<file path="src/rtl/fifo_pkg.sv">
// Shared types, defaults and sizing helpers for the programmable synchronous FIFO.
package fifo_pkg;

  localparam int DEF_WIDTH = 16;
  localparam int DEF_DEPTH = 8;

  typedef enum logic {
    FIFO_STD  = 1'b0,
    FIFO_FWFT = 1'b1
  } fifo_mode_e;

  // Occupancy must represent 0..depth inclusive, hence depth+1 states.
  function automatic int cnt_w(input int depth);
    return $clog2(depth + 1);
  endfunction

endpackage

</file>
<file path="src/rtl/fifo_mem.sv">
// Storage array for sync_fifo_prog: synchronous write port, asynchronous read port.
module fifo_mem #(
  parameter int FIFO_WIDTH = 16,
  parameter int FIFO_DEPTH = 8,
  localparam int AW = (FIFO_DEPTH > 1) ? $clog2(FIFO_DEPTH) : 1
) (
  input  logic                  clk,
  input  logic                  we,
  input  logic [AW-1:0]         waddr,
  input  logic [FIFO_WIDTH-1:0] wdata,
  input  logic [AW-1:0]         raddr,
  output logic [FIFO_WIDTH-1:0] rdata
);

  logic [FIFO_WIDTH-1:0] mem_q [FIFO_DEPTH];

  always_ff @(posedge clk) begin
    if (we) begin
      mem_q[waddr] <= wdata;
    end
  end

  assign rdata = mem_q[raddr];

endmodule

</file>
<file path="src/rtl/sync_fifo_prog.sv">
// Synchronous FIFO with programmable almost-full/almost-empty thresholds,
// arbitrary depth, live fill count and selectable standard or FWFT read mode.
module sync_fifo_prog
  import fifo_pkg::*;
#(
  parameter int FIFO_WIDTH = DEF_WIDTH,
  parameter int FIFO_DEPTH = DEF_DEPTH,
  parameter int AF_THRESH  = FIFO_DEPTH - 1,
  parameter int AE_THRESH  = 1,
  parameter int FWFT       = 0
) (
  input  logic                            clk,
  input  logic                            rst,
  input  logic [FIFO_WIDTH-1:0]           data_in,
  input  logic                            wr_en,
  input  logic                            rd_en,
  output logic [FIFO_WIDTH-1:0]           data_out,
  output logic                            rd_valid,
  output logic                            wr_ack,
  output logic                            overflow,
  output logic                            underflow,
  output logic                            full,
  output logic                            empty,
  output logic                            almostfull,
  output logic                            almostempty,
  output logic [cnt_w(FIFO_DEPTH)-1:0]    count
);

  localparam int CNT_W = cnt_w(FIFO_DEPTH);
  localparam int AW    = (FIFO_DEPTH > 1) ? $clog2(FIFO_DEPTH) : 1;

  localparam fifo_mode_e       READ_MODE = (FWFT != 0) ? FIFO_FWFT : FIFO_STD;
  localparam logic [AW-1:0]    LAST_PTR  = AW'(FIFO_DEPTH - 1);
  localparam logic [CNT_W-1:0] DEPTH_CNT = CNT_W'(FIFO_DEPTH);
  localparam logic [CNT_W-1:0] AF_CNT    = CNT_W'(AF_THRESH);
  localparam logic [CNT_W-1:0] AE_CNT    = CNT_W'(AE_THRESH);

  if (FIFO_WIDTH < 1 || FIFO_DEPTH < 2 ||
      AF_THRESH < 1 || AF_THRESH > FIFO_DEPTH - 1 ||
      AE_THRESH < 1 || AE_THRESH > FIFO_DEPTH - 1 ||
      (FWFT != 0 && FWFT != 1)) begin : g_param_error
    $error("sync_fifo_prog: illegal parameters (width/depth/threshold/mode)");
  end

  logic [AW-1:0]    wr_ptr_q, wr_ptr_d;
  logic [AW-1:0]    rd_ptr_q, rd_ptr_d;
  logic [CNT_W-1:0] count_q, count_d;
  logic             wr_ack_q, wr_ack_d;
  logic             overflow_q, overflow_d;
  logic             underflow_q, underflow_d;

  logic                  rd_acc;
  logic                  wr_acc;
  logic [FIFO_WIDTH-1:0] mem_rdata;

  // Flags decode only the registered count, so they never glitch.
  assign full        = (count_q == DEPTH_CNT);
  assign empty       = (count_q == '0);
  assign almostfull  = (count_q >= AF_CNT) && !full;
  assign almostempty = (count_q <= AE_CNT) && !empty;

  always_comb begin
    rd_acc = rd_en && !empty;
    // A full FIFO can still take a write when a read frees a slot this cycle.
    wr_acc = wr_en && (!full || rd_acc);

    wr_ptr_d = wr_ptr_q;
    if (wr_acc) begin
      wr_ptr_d = (wr_ptr_q == LAST_PTR) ? '0 : wr_ptr_q + AW'(1);
    end

    rd_ptr_d = rd_ptr_q;
    if (rd_acc) begin
      rd_ptr_d = (rd_ptr_q == LAST_PTR) ? '0 : rd_ptr_q + AW'(1);
    end

    count_d = count_q;
    case ({wr_acc, rd_acc})
      2'b10:   count_d = count_q + CNT_W'(1);
      2'b01:   count_d = count_q - CNT_W'(1);
      default: count_d = count_q;
    endcase

    wr_ack_d    = wr_acc;
    overflow_d  = wr_en && !wr_acc;
    underflow_d = rd_en && !rd_acc;
  end

  always_ff @(posedge clk) begin
    if (rst) begin
      wr_ptr_q    <= '0;
      rd_ptr_q    <= '0;
      count_q     <= '0;
      wr_ack_q    <= 1'b0;
      overflow_q  <= 1'b0;
      underflow_q <= 1'b0;
    end else begin
      wr_ptr_q    <= wr_ptr_d;
      rd_ptr_q    <= rd_ptr_d;
      count_q     <= count_d;
      wr_ack_q    <= wr_ack_d;
      overflow_q  <= overflow_d;
      underflow_q <= underflow_d;
    end
  end

  assign count     = count_q;
  assign wr_ack    = wr_ack_q;
  assign overflow  = overflow_q;
  assign underflow = underflow_q;

  fifo_mem #(
    .FIFO_WIDTH (FIFO_WIDTH),
    .FIFO_DEPTH (FIFO_DEPTH)
  ) u_mem (
    .clk   (clk),
    .we    (wr_acc),
    .waddr (wr_ptr_q),
    .wdata (data_in),
    .raddr (rd_ptr_q),
    .rdata (mem_rdata)
  );

  if (READ_MODE == FIFO_STD) begin : g_std_read
    logic [FIFO_WIDTH-1:0] dout_q, dout_d;
    logic                  rd_valid_q, rd_valid_d;

    always_comb begin
      dout_d     = rd_acc ? mem_rdata : dout_q;
      rd_valid_d = rd_acc;
    end

    always_ff @(posedge clk) begin
      if (rst) begin
        dout_q     <= '0;
        rd_valid_q <= 1'b0;
      end else begin
        dout_q     <= dout_d;
        rd_valid_q <= rd_valid_d;
      end
    end

    assign data_out = dout_q;
    assign rd_valid = rd_valid_q;
  end else begin : g_fwft_read
    // Head word is presented directly; forced to zero while empty so stale
    // or uninitialised storage never reaches the consumer.
    assign data_out = empty ? '0 : mem_rdata;
    assign rd_valid = !empty;
  end

endmodule

</file>
<file path="config.mk">
export PLATFORM = sky130hd
export DESIGN_NAME = sync_fifo_prog
export DESIGN_NICKNAME = d
export VERILOG_FILES = /design/src/rtl/fifo_pkg.sv /design/src/rtl/fifo_mem.sv /design/src/rtl/sync_fifo_prog.sv
export SDC_FILE = /design/constraint.sdc
export NUM_CORES = 1
export LEC_CHECK = 0
export BUFFER_PORTS_ARGS = -buffer_cell sky130_fd_sc_hd__buf_4
export CORE_ASPECT_RATIO = 0.5
export CORE_MARGIN = 4
export CORE_UTILIZATION = 31
export CTS_BUF_LIST = sky130_fd_sc_hd__clkbuf_4 sky130_fd_sc_hd__clkbuf_8
export DETAILED_ROUTE_END_ITERATION = 8
export SLEW_MARGIN = 20
export SYNTH_ARGS = -nofsm -noshare
export SYNTH_HDL_FRONTEND = slang
export SYNTH_SLANG_ARGS = --single-unit
</file>
<file path="constraint.sdc">
create_clock -name clk -period 3.3 [get_ports clk]
set_input_delay 0.165 -clock clk [delete_from_list [all_inputs] [get_ports clk]]
set_output_delay 0.165 -clock clk [all_outputs]
set_load 0.1 [all_outputs]
</file>
* Word-level counts from Yosys, hierarchy flattened
Memory sizes are Yosys's and may differ from the RTL's. A register that Yosys moved wholly into a read port is not among the register bits.
Cells that the tools add are included.
W data, S select, Z words.
** Operators by class
- Add/subtract/negate cells :: 4
- Magnitude comparators :: 2
- Equal/unequal tests :: 5
- Multiplexer cells :: 5
- Reductions and logical operators :: 13
** Operator list (number)
- $pmux W4 S2 :: 1
- $add A3 B1 Y3 const B :: 2
- $eq A3 B3 Y1 const B :: 2
- $logic_and A1 B1 Y1 :: 6
- $mux W3 :: 2
- $add A4 B1 Y4 const B :: 1
- $eq A4 B4 Y1 const B :: 1
- $ge A4 B3 Y1 const B :: 1
- $le A4 B1 Y1 const B :: 1
- $logic_not A1 Y1 :: 4
- $logic_not A4 Y1 :: 1
- $sub A4 B1 Y4 const B :: 1
- $eq A2 B1 Y1 const B :: 1
- $eq A2 B2 Y1 const B :: 1
- $mux W1 :: 2
- $reduce_bool A2 Y1 :: 1
- $logic_or A1 B1 Y1 :: 1
** Word-level totals
- Bits in registers :: 14
- RAM bits :: 128
- Input bits :: 20
- Word-level logic and storage cells :: 37
- Memories :: 1
** Memories
- u_mem.mem_q :: words 8, bits a word 16, read ports 1, clocked after memory_dff 1, wr ports 1, line fifo_mem.sv:15 : logic [FIFO_WIDTH-1:0] mem_q [FIFO_DEPTH];

* Depth between registers and ports, before layout
- Depth in word-level cells :: 7
- Gate-level depth with buffers :: 10

* Cells and area by module
Synthesis repeated with hierarchy kept, for this count alone.
** Unflattened totals
- Cells, all modules :: 358
- Area, all modules :: 6294.8 µm²
** Modules (own cells, without submodules)
- fifo_mem :: times used 1, cells each 198, area an instance 4973.5 µm², seq. area each 3843.7 µm²
- sync_fifo_prog :: times used 1, cells each 160, area an instance 1321.3 µm², seq. area each 600.6 µm²

* Worst setup path before layout
OpenSTA, ideal clock, no wires.
- Path type :: reg-to-output
- Start :: register count_q[1], in the netlist count[1]
- End :: output almostempty
- Data arrival time :: 4.546 ns
- Required time :: 3.135 ns
- Slack :: -1.411 ns
- Stages on the path, launching flop included :: 4
- Cell sequence :: dfxtp_1 inv_1 ha_1 nor4b_1
** Between the ends
- Word-level cells in the longest chain between the ends :: 3
- Elaborated cells between the ends (all ways) :: 4
** RTL lines
- from (decl) :: line sync_fifo_prog.sv:47 : logic [CNT_W-1:0] count_q, count_d;
- from (signal assigned) :: line sync_fifo_prog.sv:100 : count_q <= count_d;
- branches (longest 2 deep; another with $le A4 B1 Y1)
- $logic_and A1 B1 Y1 (*) :: line sync_fifo_prog.sv:60 : assign almostempty = (count_q <= AE_CNT) && !empty;
- to (decl) :: line sync_fifo_prog.sv:25 : output logic almostempty,
Every way passes the cells marked *.

* Final worst setup path
- Start :: register count_q[0], in the netlist count[0]
- End :: register count_q[3], in the netlist count[3]
** Between the ends
- Word-level cells in the longest chain between the ends :: 7
- Elaborated cells between the ends (all ways) :: 13
** RTL lines
- $logic_not A4 Y1 :: line sync_fifo_prog.sv:58 : assign empty = (count_q == '0);
- $logic_not A1 Y1 :: line sync_fifo_prog.sv:63 : rd_acc = rd_en && !empty;
- $logic_and A1 B1 Y1 :: line sync_fifo_prog.sv:63
- $logic_or A1 B1 Y1 :: line sync_fifo_prog.sv:65 : wr_acc = wr_en && (!full || rd_acc);
- $logic_and A1 B1 Y1 :: line sync_fifo_prog.sv:65
- $eq A2 B1 Y1 / $eq A2 B2 Y1 (equally long branches) :: line sync_fifo_prog.sv:78 : case ({wr_acc, rd_acc})
- $pmux W4 S2 / $reduce_bool A2 Y1 (equally long branches)
Parallel ways exist; a longest one is shown, timed or not.
A chain may end at the register's enable or synchronous reset.

==> metrics.txt <==
# TYPE chip_impl_metric gauge
chip_impl_info{name="status",value="finished, final reports clean"} 1
chip_impl_metric{name="gp_congestion",unit=""} 0.705
chip_impl_metric{name="nNetsFinal",unit=""} 490
chip_impl_metric{name="antenna_found_initial",unit=""} 0
chip_impl_metric{name="cts-hold-fix-buffers",unit=""} 18
chip_impl_metric{name="internal_power",unit="mW"} 3.70
chip_impl_metric{name="m1WireLength",unit="um"} 6100
chip_impl_metric{name="fp-row-count",unit=""} 36
chip_impl_metric{name="totalWireLength",unit="um"} 13300
chip_impl_metric{name="boundaryPins",unit=""} 48
chip_impl_metric{name="grt_first_pass_wirelength",unit="um"} 20800
chip_impl_metric{name="syn-cell-area",unit="mm2"} 0.00625
chip_impl_metric{name="drt_first_iter_violations",unit=""} 195
chip_impl_info{name="timing.critical_path.max_delay_family",value="compound AO/OA/AOI/OAI gates"} 1
chip_impl_info{name="timing.critical_path.cells",value="inv_1 > ha_1 > nand3b_1 > o21ai_2 > ha_1 > or4b_1 > a21oi_1 > xnor2_1 > nor2_1"} 1
chip_impl_metric{name="max_cap_viol_count",unit=""} 0
chip_impl_metric{name="cp_data_arrival_time",unit="ps"} 3060
chip_impl_metric{name="post_route_drc_violation_count",unit=""} 0
chip_impl_metric{name="tns",unit="ps"} 0
chip_impl_metric{name="clkPwrFrac",unit=""} 0.280
chip_impl_metric{name="die_area",unit="mm2"} 0.0226
chip_impl_metric{name="critical_path_required",unit="ps"} 3640
chip_impl_metric{name="first_global_vias",unit=""} 3687
chip_impl_info{name="tritoncts_clock_tree",value="yes"} 1
chip_impl_info{name="end_kind",value="register"} 1
chip_impl_metric{name="detail_route.first_pass.iterations",unit=""} 4
chip_impl_metric{name="setup.reg_to_reg.worst_slack",unit="ps"} 580
chip_impl_metric{name="fin_crit",unit="ps"} 2720
chip_impl_metric{name="grt_start_max_net_pins",unit=""} 35
chip_impl_metric{name="met2_length",unit="um"} 6360
chip_impl_metric{name="track_usage",unit=""} 0.121
chip_impl_metric{name="antenna_violating_nets_post_route",unit=""} 0
chip_impl_info{name="cts.root.buffer_cell",value="sky130_fd_sc_hd__clkbuf_8"} 1
chip_impl_metric{name="max_slew_margin",unit=""} 0.213
chip_impl_metric{name="power.switching",unit="mW"} 2.05
chip_impl_metric{name="syn2layout_area_growth",unit="%"} 21.5
chip_impl_metric{name="final_hold_viol_count",unit=""} 0
chip_impl_metric{name="detailroute.via_count",unit=""} 3515
chip_impl_info{name="hp-class",value="in2reg"} 1
chip_impl_metric{name="syn-num-nets",unit=""} 410
chip_impl_metric{name="die_w",unit="um"} 209
chip_impl_metric{name="fillerInstances",unit=""} 1859
chip_impl_info{name="worst_hold_startpoint",value="rst"} 1
chip_impl_metric{name="route.detailed.wl_per_inst",unit="um"} 17.9
chip_impl_metric{name="min_period_over_period",unit=""} 0.824
chip_impl_metric{name="synth_area_per_cell",unit="um2"} 16.4
chip_impl_metric{name="power.density_cell_area",unit="mW/mm2"} 757
chip_impl_metric{name="critPathMaxFanout",unit=""} 11
chip_impl_metric{name="part_of_the_yosys_area_used_for_sequential_elements",unit=""} 0.711
chip_impl_metric{name="clockBufferDepth",unit=""} 2
chip_impl_metric{name="clk_latency",unit="ps"} 440
chip_impl_metric{name="post_dp_cell_area",unit="mm2"} 0.00696
chip_impl_metric{name="htree_num_levels",unit=""} 4
chip_impl_info{name="yosysTopAreaCell",value="sky130_fd_sc_hd__edfxtp_1"} 1
chip_impl_metric{name="netSwitchingFraction",unit=""} 0.356
chip_impl_metric{name="final_cell_area",unit="mm2"} 0.00759
chip_impl_metric{name="max_stage_delay",unit="ps"} 510
chip_impl_metric{name="avgViaCountPerCell",unit=""} 4.74
chip_impl_info{name="cell_repeated_most_along_the_worst_path",value="sky130_fd_sc_hd__ha_1"} 1
chip_impl_metric{name="cts.sink_count",unit=""} 158
chip_impl_metric{name="max_clock_freq",unit="GHz"} 0.368
chip_impl_metric{name="met3_length",unit="um"} 573
chip_impl_info{name="critical_path.reg2reg.startpoint",value="count[0]"} 1
chip_impl_info{name="synth.top_cells.by_area",value="sky130_fd_sc_hd__edfxtp_1 61%, sky130_fd_sc_hd__dfxtp_1 9.6%, sky130_fd_sc_hd__mux2i_1 8.0%, sky130_fd_sc_hd__a32o_1 2.2%, sky130_fd_sc_hd__a211oi_2 2.0%"} 1
chip_impl_metric{name="power.share.sequential",unit=""} 0.425
chip_impl_metric{name="initial_utilization",unit=""} 0.318
chip_impl_metric{name="tritoncts.num_buffers",unit=""} 17
chip_impl_info{name="setup.worst_path.class",value="reg2reg"} 1
chip_impl_metric{name="core_region_area",unit="mm2"} 0.0196
chip_impl_metric{name="detailedPlacementHpwl",unit="um"} 8000
chip_impl_metric{name="yosysUniqueCellTypes",unit=""} 42
chip_impl_metric{name="netlist_instances",unit=""} 382
chip_impl_metric{name="share_comb_of_total_power",unit=""} 0.295
chip_impl_metric{name="diodes",unit=""} 0
chip_impl_metric{name="synth.ff_latch_count",unit=""} 158
chip_impl_metric{name="worst-slew-pin-transition",unit="ps"} 1180
chip_impl_metric{name="drv_slew",unit=""} 0
chip_impl_metric{name="cts.repair.resized",unit=""} 0
chip_impl_metric{name="cp_num_buf_inv",unit=""} 1
chip_impl_metric{name="clock_pin_slew_on_the_worst_setup_and_hold_paths",unit="ps"} 80
chip_impl_info{name="top_layer",value="met4"} 1
chip_impl_metric{name="ff2ff_path_depth",unit=""} 9
chip_impl_info{name="rsz0062_at_grt",value="false"} 1
chip_impl_info{name="min_delay_worst_endpoint",value="rd_ptr_q[2]"} 1
chip_impl_metric{name="hold_path_depth",unit=""} 2
chip_impl_info{name="critPathSlowestCell",value="sky130_fd_sc_hd__o21ai_2"} 1
chip_impl_metric{name="cts.repair_timing.setup_buffer_count",unit=""} 0
chip_impl_metric{name="drive_gt1_frac",unit=""} 0.265
chip_impl_metric{name="clock_skew",unit="ps"} 10.1
chip_impl_metric{name="p_leak",unit="nW"} 2.57
chip_impl_info{name="worst_setup_path_start_kind",value="register"} 1
chip_impl_metric{name="floorplan.die.height",unit="um"} 108
chip_impl_metric{name="synth_top_area_share",unit=""} 0.615
chip_impl_metric{name="grt-ovfl-total",unit=""} 0
chip_impl_metric{name="ys.warnings.count",unit=""} 0
chip_impl_metric{name="port_buffers",unit=""} 47
chip_impl_info{name="capture_instance_of_the_worst_register_to_register_path",value="count[3]"} 1
chip_impl_metric{name="worst_vdd_drop",unit="V"} 0.000337
chip_impl_metric{name="final_setup_fails",unit=""} 0
==> cell usage in the layout, fill, tap and decap left out, drive strengths merged <==
cell         count
or4b             1
inv              6
ha               8
a22oi           15
nor3             4
dfxtp           30
mux2i           50
nor4             1
nand3b           2
a211oi          17
or3              3
buf             65
nand4b           1
and3             1
clkbuf          20
a31oi           15
dlygate4sd3     18
a32o            16
o21ai            2
edfxtp         128
nand2            8
nor2            12
clkinv           4
nor2b           17
o211ai           1
nor4b            2
or3b             2
nand2b           4
a21oi           11
clkinvlp         3
xnor2            1
xor2             2
bufinv           5
==> per-layer routing <==
| layer | up-vias | GRT usage |
|---|---|---|
| met3 | 18 | 0.0319 |
| met4 | 0 | 0.0451 |
| met2 | 50 | 0.202 |
| met5 | - | 0 |
| li1 | 1673 | - |
| met1 | 1774 | 0.154 |
==> cell families (layout without fill, tap and decap cells) <==
family | count (synthesis) | after routing | share of synthesized area
flops | 158 | 158 | 0.711
mux | 50 | 50 | 0.0800
xor+xnor | 3 | 3 | 0.00420
simple gates | 58 | 58 | 0.0584
buf+inv | 28 | 121 | 0.0308
fa+ha+maj | 8 | 8 | 0.0160
compound gates | 77 | 77 | 0.0997
==> worst reg2reg max path, delay by kind of cell, from the launching register on <==
family | cells | cell delay, ps
XOR/XNOR | 1 | 130
AND/OR/NAND/NOR | 3 | 690
adder cells (fa/ha/maj) | 2 | 600
AO/OA/AOI/OAI | 2 | 720
buffers and inverters | 1 | 90
flip-flops | 1 | 380
==> sequential cells by signal, indices dropped and copies added, names as in the netlist <==
| signal | count |
|---|---|
| u_mem.mem_q | 128 |
| data_out | 16 |
| count | 4 |
| rd_ptr_q | 3 |
| wr_ptr_q | 3 |
| overflow | 1 |
| rd_valid | 1 |
| underflow | 1 |
| wr_ack | 1 |
==> power groups by stage <==
stage          logic [mW]  registers [mW]  clock network [mW]
2_1_floorplan       0.837            2.97                   0
3_3_place_gp         1.67            2.48                   0
3_5_place_dp         1.69            2.49                   0
4_1_cts              1.71            2.44                1.64
5_1_grt              1.79            2.46                1.72
6_report             1.70            2.44                1.61
==> Yosys cell counts, drive strengths merged <==
cell / instances
xor2: 2
nor4b: 2
nor2b: 17
and3: 1
dfxtp: 30
nor4: 1
clkbuf: 2
nand4b: 1
nand2: 8
edfxtp: 128
nor3: 4
or4b: 1
or3b: 2
a21oi: 11
a32o: 16
buf: 20
nand3b: 2
nand2b: 4
mux2i: 50
inv: 6
a22oi: 15
ha: 8
a211oi: 17
nor2: 12
o211ai: 1
or3: 3
xnor2: 1
o21ai: 2
a31oi: 15
==> through the flow <==
stage / cells / power [mW] / hold slack (ps) / worst slack, ps / util
after floorplan: 382 / 3.80 / 242 / -94.2 / -
after global routing: 741 / 5.98 / 16.8 / 289 / 0.387
after detailed placement: 691 / 4.18 / 406 / 593 / 0.355
final: 741 / 5.75 / 22.9 / 580 / 0.387
after global placement: 691 / 4.15 / 403 / 674 / 0.355
after CTS: 741 / 5.80 / 0.322 / 585 / 0.387
==> worst max-delay path by stage <==
stage | from | end | slack [ps] | cells past startpoint
after CTS | count[0] | count[3] | 590 | 9
after global placement | count[0] | count[3] | 670 | 9
after global routing | count[0] | count[3] | 290 | 9
after detailed placement | count[1] | count[3] | 590 | 9
final | count[0] | count[3] | 580 | 9
after floorplan | count[1] | u_mem.mem_q[2][0] | -90 | 6
==> final cells by class <==
class / instances / area (um2) / share of cell area
timing repair buffer: 83 / 681 / 0.0896
clock inverter: 12 / 193 / 0.0254
clock buffer: 20 / 256 / 0.0338
multi-input combinational: 196 / 1660 / 0.218
sequential: 158 / 4450 / 0.586
tap: 266 / 333 / 0.0438
inverter: 6 / 25.0 / 0.00330
(Power assumes the default switching activity.)
